==> src/rtl/audio_pkg.sv <==
// Shared constants and helpers for the stereo splitter datapath.
// Latency: n/a (types, constants and functions only).
// Backpressure: n/a.
package audio_pkg;

  localparam int SAMPLE_SIZE = 24;
  localparam int GAIN_W      = 2;
  localparam int DROP_W      = 16;

  localparam logic [DROP_W-1:0] DROP_MAX = '1;

  // Saturating increment for the per-channel drop counters.
  function automatic logic [DROP_W-1:0] sat_inc(input logic [DROP_W-1:0] v);
    return (v == DROP_MAX) ? v : v + DROP_W'(1);
  endfunction

endpackage

==> src/rtl/audio_sample_fifo.sv <==
// Per-channel stereo sample queue: one entry holds left and right together.
// Latency: a push is visible on o_rdat/o_vld the next cycle when the queue was empty.
// Backpressure: pops on o_vld && i_rdy; pushes are ignored while full; push+pop allowed when not full.
module audio_sample_fifo
  import audio_pkg::*;
#(
  parameter int W     = 2 * SAMPLE_SIZE,
  parameter int DEPTH = 4
) (
  input  logic         clk,
  input  logic         reset,
  input  logic         i_push,
  input  logic [W-1:0] i_wdat,
  input  logic         i_rdy,
  output logic [W-1:0] o_rdat,
  output logic         o_vld,
  output logic         o_full,
  output logic         o_empty
);

  localparam int PW = $clog2(DEPTH);
  localparam int CW = PW + 1;

  logic [W-1:0]  r_mem [DEPTH];
  logic [PW-1:0] r_wr_ptr;
  logic [PW-1:0] r_rd_ptr;
  logic [CW-1:0] r_count;

  logic w_push;
  logic w_pop;

  assign o_empty = (r_count == '0);
  assign o_full  = (r_count == CW'(DEPTH));
  assign o_vld   = !o_empty;
  assign w_pop   = o_vld && i_rdy;
  assign w_push  = i_push && !o_full;

  // Head entry is forced to zero while empty so idle outputs read as silence.
  assign o_rdat = o_vld ? r_mem[r_rd_ptr] : '0;

  // Storage write; contents need no reset because the occupancy counter gates reads.
  always_ff @(posedge clk) begin
    if (w_push) begin
      r_mem[r_wr_ptr] <= i_wdat;
    end
  end

  // Pointers wrap naturally modulo DEPTH; occupancy tracks push/pop balance.
  always_ff @(posedge clk) begin
    if (reset) begin
      r_wr_ptr <= '0;
      r_rd_ptr <= '0;
      r_count  <= '0;
    end else begin
      if (w_push) begin
        r_wr_ptr <= r_wr_ptr + PW'(1);
      end
      if (w_pop) begin
        r_rd_ptr <= r_rd_ptr + PW'(1);
      end
      case ({w_push, w_pop})
        2'b10:   r_count <= r_count + CW'(1);
        2'b01:   r_count <= r_count - CW'(1);
        default: r_count <= r_count;
      endcase
    end
  end

endmodule

==> src/rtl/audio_splitter.sv <==
// Fans one stereo stream out to channels A and B with per-channel gain/mute and queueing.
// Latency: accepted sample reaches an empty channel's outputs one cycle later.
// Backpressure: lockstep stalls in_ready on any full channel; drop mode always ready and counts discards.
module audio_splitter
  import audio_pkg::*;
#(
  parameter int SIZE  = SAMPLE_SIZE,
  parameter int DEPTH = 4
) (
  input  logic              clk,
  input  logic              reset,
  input  logic [SIZE-1:0]   in_left,
  input  logic [SIZE-1:0]   in_right,
  input  logic              in_valid,
  output logic              in_ready,
  input  logic              drop_mode,
  input  logic [GAIN_W-1:0] a_gain,
  input  logic [GAIN_W-1:0] b_gain,
  input  logic              a_mute,
  input  logic              b_mute,
  output logic [SIZE-1:0]   a_left,
  output logic [SIZE-1:0]   a_right,
  output logic [SIZE-1:0]   b_left,
  output logic [SIZE-1:0]   b_right,
  output logic              a_valid,
  output logic              b_valid,
  input  logic              a_ready,
  input  logic              b_ready,
  output logic [DROP_W-1:0] a_drops,
  output logic [DROP_W-1:0] b_drops
);

  // Sign-preserving attenuation; mute overrides gain.
  function automatic logic [SIZE-1:0] scale(input logic [SIZE-1:0]   s,
                                            input logic [GAIN_W-1:0] g,
                                            input logic              m);
    logic signed [SIZE-1:0] v;
    v = $signed(s) >>> g;
    return m ? '0 : v;
  endfunction

  logic              r_drop_mode;
  logic [DROP_W-1:0] r_a_drops;
  logic [DROP_W-1:0] r_b_drops;

  logic              w_accept;
  logic              w_a_full;
  logic              w_b_full;
  logic              w_a_empty;
  logic              w_b_empty;
  logic              w_a_push;
  logic              w_b_push;
  logic [SIZE-1:0]   w_a_l;
  logic [SIZE-1:0]   w_a_r;
  logic [SIZE-1:0]   w_b_l;
  logic [SIZE-1:0]   w_b_r;
  logic [2*SIZE-1:0] w_a_rdat;
  logic [2*SIZE-1:0] w_b_rdat;

  // Ready is built only from registered full flags and the registered mode bit,
  // so downstream ready never reaches in_ready combinationally.
  assign in_ready = !reset && (r_drop_mode || (!w_a_full && !w_b_full));
  assign w_accept = in_valid && in_ready;
  assign w_a_push = w_accept && !w_a_full;
  assign w_b_push = w_accept && !w_b_full;

  assign w_a_l = scale(in_left,  a_gain, a_mute);
  assign w_a_r = scale(in_right, a_gain, a_mute);
  assign w_b_l = scale(in_left,  b_gain, b_mute);
  assign w_b_r = scale(in_right, b_gain, b_mute);

  assign a_left  = w_a_rdat[2*SIZE-1:SIZE];
  assign a_right = w_a_rdat[SIZE-1:0];
  assign b_left  = w_b_rdat[2*SIZE-1:SIZE];
  assign b_right = w_b_rdat[SIZE-1:0];
  assign a_drops = r_a_drops;
  assign b_drops = r_b_drops;

  // Mode change applies from the next cycle's in_ready; queued samples are kept.
  always_ff @(posedge clk) begin
    if (reset) begin
      r_drop_mode <= 1'b0;
    end else begin
      r_drop_mode <= drop_mode;
    end
  end

  // An accepted sample landing on a full channel is a drop (only reachable in drop mode).
  always_ff @(posedge clk) begin
    if (reset) begin
      r_a_drops <= '0;
      r_b_drops <= '0;
    end else begin
      if (w_accept && w_a_full) begin
        r_a_drops <= sat_inc(r_a_drops);
      end
      if (w_accept && w_b_full) begin
        r_b_drops <= sat_inc(r_b_drops);
      end
    end
  end

  audio_sample_fifo #(
    .W     (2 * SIZE),
    .DEPTH (DEPTH)
  ) u_fifo_a (
    .clk     (clk),
    .reset   (reset),
    .i_push  (w_a_push),
    .i_wdat  ({w_a_l, w_a_r}),
    .i_rdy   (a_ready),
    .o_rdat  (w_a_rdat),
    .o_vld   (a_valid),
    .o_full  (w_a_full),
    .o_empty (w_a_empty)
  );

  audio_sample_fifo #(
    .W     (2 * SIZE),
    .DEPTH (DEPTH)
  ) u_fifo_b (
    .clk     (clk),
    .reset   (reset),
    .i_push  (w_b_push),
    .i_wdat  ({w_b_l, w_b_r}),
    .i_rdy   (b_ready),
    .o_rdat  (w_b_rdat),
    .o_vld   (b_valid),
    .o_full  (w_b_full),
    .o_empty (w_b_empty)
  );

endmodule

==> config.mk <==
export PLATFORM = sky130hd
export DESIGN_NAME = audio_splitter
export DESIGN_NICKNAME = d
export VERILOG_FILES = /design/src/rtl/audio_pkg.sv /design/src/rtl/audio_sample_fifo.sv /design/src/rtl/audio_splitter.sv
export SDC_FILE = /design/constraint.sdc
export NUM_CORES = 1
export LEC_CHECK = 0
export CAP_MARGIN = 10
export CORE_MARGIN = 10
export CORE_UTILIZATION = 51
export CTS_CLUSTER_SIZE = 16
export DETAILED_ROUTE_END_ITERATION = 16
export MAX_ROUTING_LAYER = met4
export PLACE_DENSITY = 0.75
export SLEW_MARGIN = 10
export SYNTH_ARGS = -nofsm -noshare
export SYNTH_HDL_FRONTEND = slang
export SYNTH_SLANG_ARGS = --single-unit
==> constraint.sdc <==
create_clock -name clk -period 3 [get_ports clk]
set_input_delay 0.6 -clock clk [delete_from_list [all_inputs] [get_ports clk]]
set_output_delay 0.6 -clock clk [all_outputs]
set_load 0.05 [all_outputs]
; After elaboration in Yosys (flattened, before gate mapping)
; Memories as Yosys holds them, arrays and structs flattened. A register that Yosys moved wholly into a read port is not among the register bits.
; Cells that the tools add are included.
[op_classes]
n_addsub = 10
eq_ne = 8
shifts = 4
n_mux = 16
bitwise = 2
n_reduce_logical = 23
[op_table]
columns = operator, n
row1 = $mux W24, 4
row2 = $mux W48, 2
row3 = $sshr A24 B2 Y24, 4
row4 = $add A16 B1 Y16 const B, 2
row5 = $eq A16 B16 Y1 const B, 2
row6 = $pmux W3 S2, 2
row7 = $logic_and A1 B1 Y1, 11
row8 = $add A2 B1 Y2 const B, 4
row9 = $mux W2, 4
row10 = $add A3 B1 Y3 const B, 2
row11 = $eq A3 B3 Y1 const B, 2
row12 = $logic_not A3 Y1, 2
row13 = $sub A3 B1 Y3 const B, 2
row14 = $logic_not A1 Y1, 5
row15 = $eq A2 B1 Y1 const B, 2
row16 = $eq A2 B2 Y1 const B, 2
row17 = $mux W1, 4
row18 = $reduce_and A2 Y1, 2
row19 = $reduce_bool A2 Y1, 2
row20 = $not A1 Y1, 2
row21 = $logic_or A1 B1 Y1, 1
[word_totals]
reg_bits = 47
mem_bits_rw = 384
inputBits = 60
output_inout_bits = 131
word_cells = 74
n_memories = 2
[memory_table]
columns = memory, depth, width, rd, rd_clocked_by_memory_dff, wr, line_no
row1 = u_fifo_a.r_mem, 4, 48, 1, 1, 1, audio_sample_fifo.sv:24  ; logic [W-1:0] r_mem [DEPTH];
row2 = u_fifo_b.r_mem, 4, 48, 1, 1, 1, audio_sample_fifo.sv:24

; Longest topological paths before layout
; Gate-level depths: netlist of the first run.
[depth]
depth_word = 10
depth_mapped = 10
mapped_depth_nobuf = 9

; By module
; A second synthesis of the first run with hierarchy kept.
[unflattened]
hier_cells = 1157
area_unflattened_um2 = 19936.6
[by_module_without_submodules]
columns = mod, instances, cells_each, area_per_inst_um2, seq_area_each_um2
row1 = audio_sample_fifo, 2, 358, 7716.2, 5945.7
row2 = audio_splitter, 1, 441, 4504.3, 660.6

; Worst setup path before layout of the first run
; Ideal clock, no wire load.
[synth_timing]
kind = reg2out
startpoint = register (tool-made name)
endpoint = output port a_left[10]
arrival_ns = 2.024
required_ns = 2.400
path_slack_ns = 0.376
stages_incl_launch_ff = 5
cell_sequence = dfxtp_1 buf_1 buf_2 mux4_2 and2_1
[synth_rtl]
columns = item, line_no
row1 = end: declaration, audio_splitter.sv:21  ; output logic [SIZE-1:0] a_left,

==> results of run 1 <==
critical path: stages (launching register included):
cell and delay [ns]:
dfxtp_4 0.48, buf_12 0.26, mux4_2 0.54, and2_1 0.21, buf_4 0.20
area by class of cell:
class | count | area [µm²] | share of cell area, %
Inverter | 19 | 71.3 | 0.293
Timing Repair Buffer | 240 | 2690 | 11.0
Clock inverter | 26 | 264 | 1.09
Sequential cell | 435 | 12600 | 51.7
Clock buffer | 56 | 1200 | 4.93
Antenna cell | 8 | 20.0 | 0.0823
Multi-Input combinational cell | 611 | 6870 | 28.2
Tap cell | 518 | 648 | 2.67
synth_stat cells, types with 2 or more instances:
cell type / instances / area, µm²
ha_1: 12 / 150
xnor2_1: 4 / 35.0
buf_1: 18 / 67.6
or3_1: 8 / 50.1
o41ai_1: 7 / 61.3
mux2i_1: 12 / 120
nand2_1: 19 / 71.3
nor2_1: 32 / 120
xor2_1: 6 / 52.6
mux4_2: 180 / 4050
o31ai_1: 11 / 82.6
nor3_1: 3 / 15.0
edfxtp_1: 384 / 11500
nand3_1: 17 / 85.1
fa_1: 2 / 40.0
nand4_1: 10 / 62.6
o311ai_0: 9 / 78.8
buf_2: 9 / 45.0
o211a_1: 2 / 20.0
and3_1: 3 / 18.8
nor2b_1: 91 / 569
nand4b_1: 2 / 17.5
or4_1: 15 / 113
dfxtp_1: 51 / 1020
inv_1: 19 / 71.3
a21oi_1: 28 / 140
and4_1: 7 / 61.3
o21ai_0: 11 / 55.1
and2_1: 106 / 663
clkbuf_1: 44 / 165
routing by layer:
metal	wire [µm]	GRT usage, %	vias up
met5	0	-	-
met4	944	5.31	0
met3	3220	4.04	67
met2	22700	31.7	415
met1	18000	24.5	5778
li1	-	-	5020
flip-flops by register name, summed over array words and instances, names as in the netlist, named ones only:
register and cells:
u_fifo_a.r_mem 192, u_fifo_b.r_mem 192, a_drops 16, b_drops 16, u_fifo_a.r_count 3, u_fifo_b.r_count 3, u_fifo_a.r_rd_ptr 2, u_fifo_a.r_wr_ptr 2
u_fifo_b.r_rd_ptr 2, u_fifo_b.r_wr_ptr 2, r_drop_mode 1
worst paths after layout:
path	start	endpoint	slack, ns	depth (start not counted)
max	register	b_left[7]	0.14	4
min	a_drops[7]	a_drops[7]	0.50	2
max reg2reg	u_fifo_b.r_count[2]	u_fifo_a.r_count[2]	0.44	9
min reg2reg	a_drops[7]	a_drops[7]	0.50	2
stage by stage:
step                      util, %  cells  setup WS, ns  power [mW]
after CTS                    62.9   1894        0.0147        20.9
final                        63.2   1913         0.135        20.8
after floorplan                 -   1136         0.376        12.3
after detailed placement     59.1   1812         0.219        15.4
after global placement       59.1   1812         0.298        15.4
after global routing         63.2   1911        0.0269        21.6
kinds of logic after synthesis:
| kind of cell | synth area share, % |
|---|---|
| mux | 21.2 |
| xor+xnor | 0.443 |
| compound gates | 2.35 |
| simple gates | 9.76 |
| buf+inv | 1.77 |
| flops | 63.5 |
| fa+ha+maj | 0.963 |
power groups by stage:
stage | clock (mW) | sequential (mW) | combinational, mW
global route | 5.84 | 7.22 | 8.51
detailed placement | 0 | 7.34 | 8.08
global placement | 0 | 7.31 | 8.04
floorplan | 0 | 7.18 | 5.14
finish | 5.51 | 7.18 | 8.06
CTS | 5.61 | 7.21 | 8.11
==> impl_metrics.toml, run 1 <==
[pwr]
p_sw_share_pct = 34.5
powerDensity_mw_per_mm2 = 854
p_clk_share_pct = 26.5
intPower_mw = 13.6
p_seq_share_pct = 34.6
vdd_drop_max_uv = 800
combPwrFrac_pct = 38.8
p_leak_nw = 8.02
switching_power_mw = 7.16

[die]
die_x_um = 217
core_mm2 = 0.0385
dieArea_mm2 = 0.0470
die_h_um = 217
ios = 191
start_util_pct = 51.4
num_rows = 72

[routing]
drc = 0
drt.antenna.violating_nets = 0
totalWireLength_mm = 44.9
wl_per_cell_um = 23.5
drt-pass1-iter-count = 5
vias_per_cell = 5.90
num_vias = 11280
drt_iter0_drc = 782

[synthesis]
yosys_warnings = 0
synth-seq-area-share_pct = 63.5
synth-main-ff-cell = "edfxtp_1"
ys_ff_latch = 435
synth_area_mm2 = 0.0198
synth_cell_types = 44
synth_edf_count = 384
syn-num-nets = 1210
synthCells = 1136
synth-async-reset-ratio_pct = 0
synth.avg_cell_area_um2 = 17.4

[placement]
dp_hpwl_mm = 29.5
placed_area_mm2 = 0.0227
gp_congestion = 0.812
io_buffers = 190

[clock_network]
postCtsHoldBufs = 0
cts_made_buffers = 45
h-tree-depth = 2
cts.reportedPaths.clkPinSlew_ns = 0.06
cts_tree = "built"
ctsRootBufferMaster = "clkbuf_16"
cts_resized = 0
clk_path_buf_depth = 3
clkSinkCount = 435
cts_setup_buffers = 0
worst_skew_pair.late_latency_ns = 0.56

[timing]
setup_violations = 0
skew_ns = 0.0321
period_share_pct = 95.5
fmax_mhz = 349
worst_pin_slew_ns = 0.790
grt_setup_unrepaired = "no"
slew-limit-headroom_pct = 46.9
finalSetupTns_ns = 0
fin_crit_ns = 2.86
fin_hold_ws_ns = 0.500
drv_slew = 0
hold_violations = 0

[critical_path]
critPathArrivalTime_ns = 2.26
critical_path_class = "reg2out"
crit_path_end_kind = "output port"
cp_max_fo = 25
start_kind = "register"
required_ns = 2.40

[grt]
grt_max_degree = 51
grt_pass1_wl_mm = 68.8
overflow = 0
antenna_found_initial = 6
grt_usage_pct = 19.4
grt_pass1_vias = 11505

[layout]
area_growth_pct = 23.1
final_common_cell = "edfxtp_1"
final_cell_mix = "edfxtp_1 (384), mux4_2 (180), and2_1 (98)"
nets = 1426
fillers = 2703
drive_gt1_share_pct = 29.8
final_design_area_no_fill_mm2 = 0.0243

[run_status]
outcome = "complete, no violations"

[worst_hold_path]
worst_hold_path_type = "reg2reg"

[run]
max_cap_viol_count = 0
Note: power is estimated with default switching activity, not from simulation.
==> inputs of run 2 (changes only) <==
--- a/config.mk
+++ b/config.mk
@@ -5,7 +5,7 @@
 export SDC_FILE = /design/constraint.sdc
 export NUM_CORES = 1
 export LEC_CHECK = 0
-export CAP_MARGIN = 10
+export CAP_MARGIN = 20
 export CORE_MARGIN = 10
 export CORE_UTILIZATION = 51
 export CTS_CLUSTER_SIZE = 16
==> results of run 2 <==
The final DEF is identical to that of run 1; final timing and power are the same.
==> inputs of run 3 (changes only) <==
--- a/config.mk
+++ b/config.mk
@@ -5,7 +5,6 @@
 export SDC_FILE = /design/constraint.sdc
 export NUM_CORES = 1
 export LEC_CHECK = 0
-export CAP_MARGIN = 20
 export CORE_MARGIN = 10
 export CORE_UTILIZATION = 51
 export CTS_CLUSTER_SIZE = 16
==> results of run 3 <==
The final DEF is identical to that of run 1; final timing and power are the same.
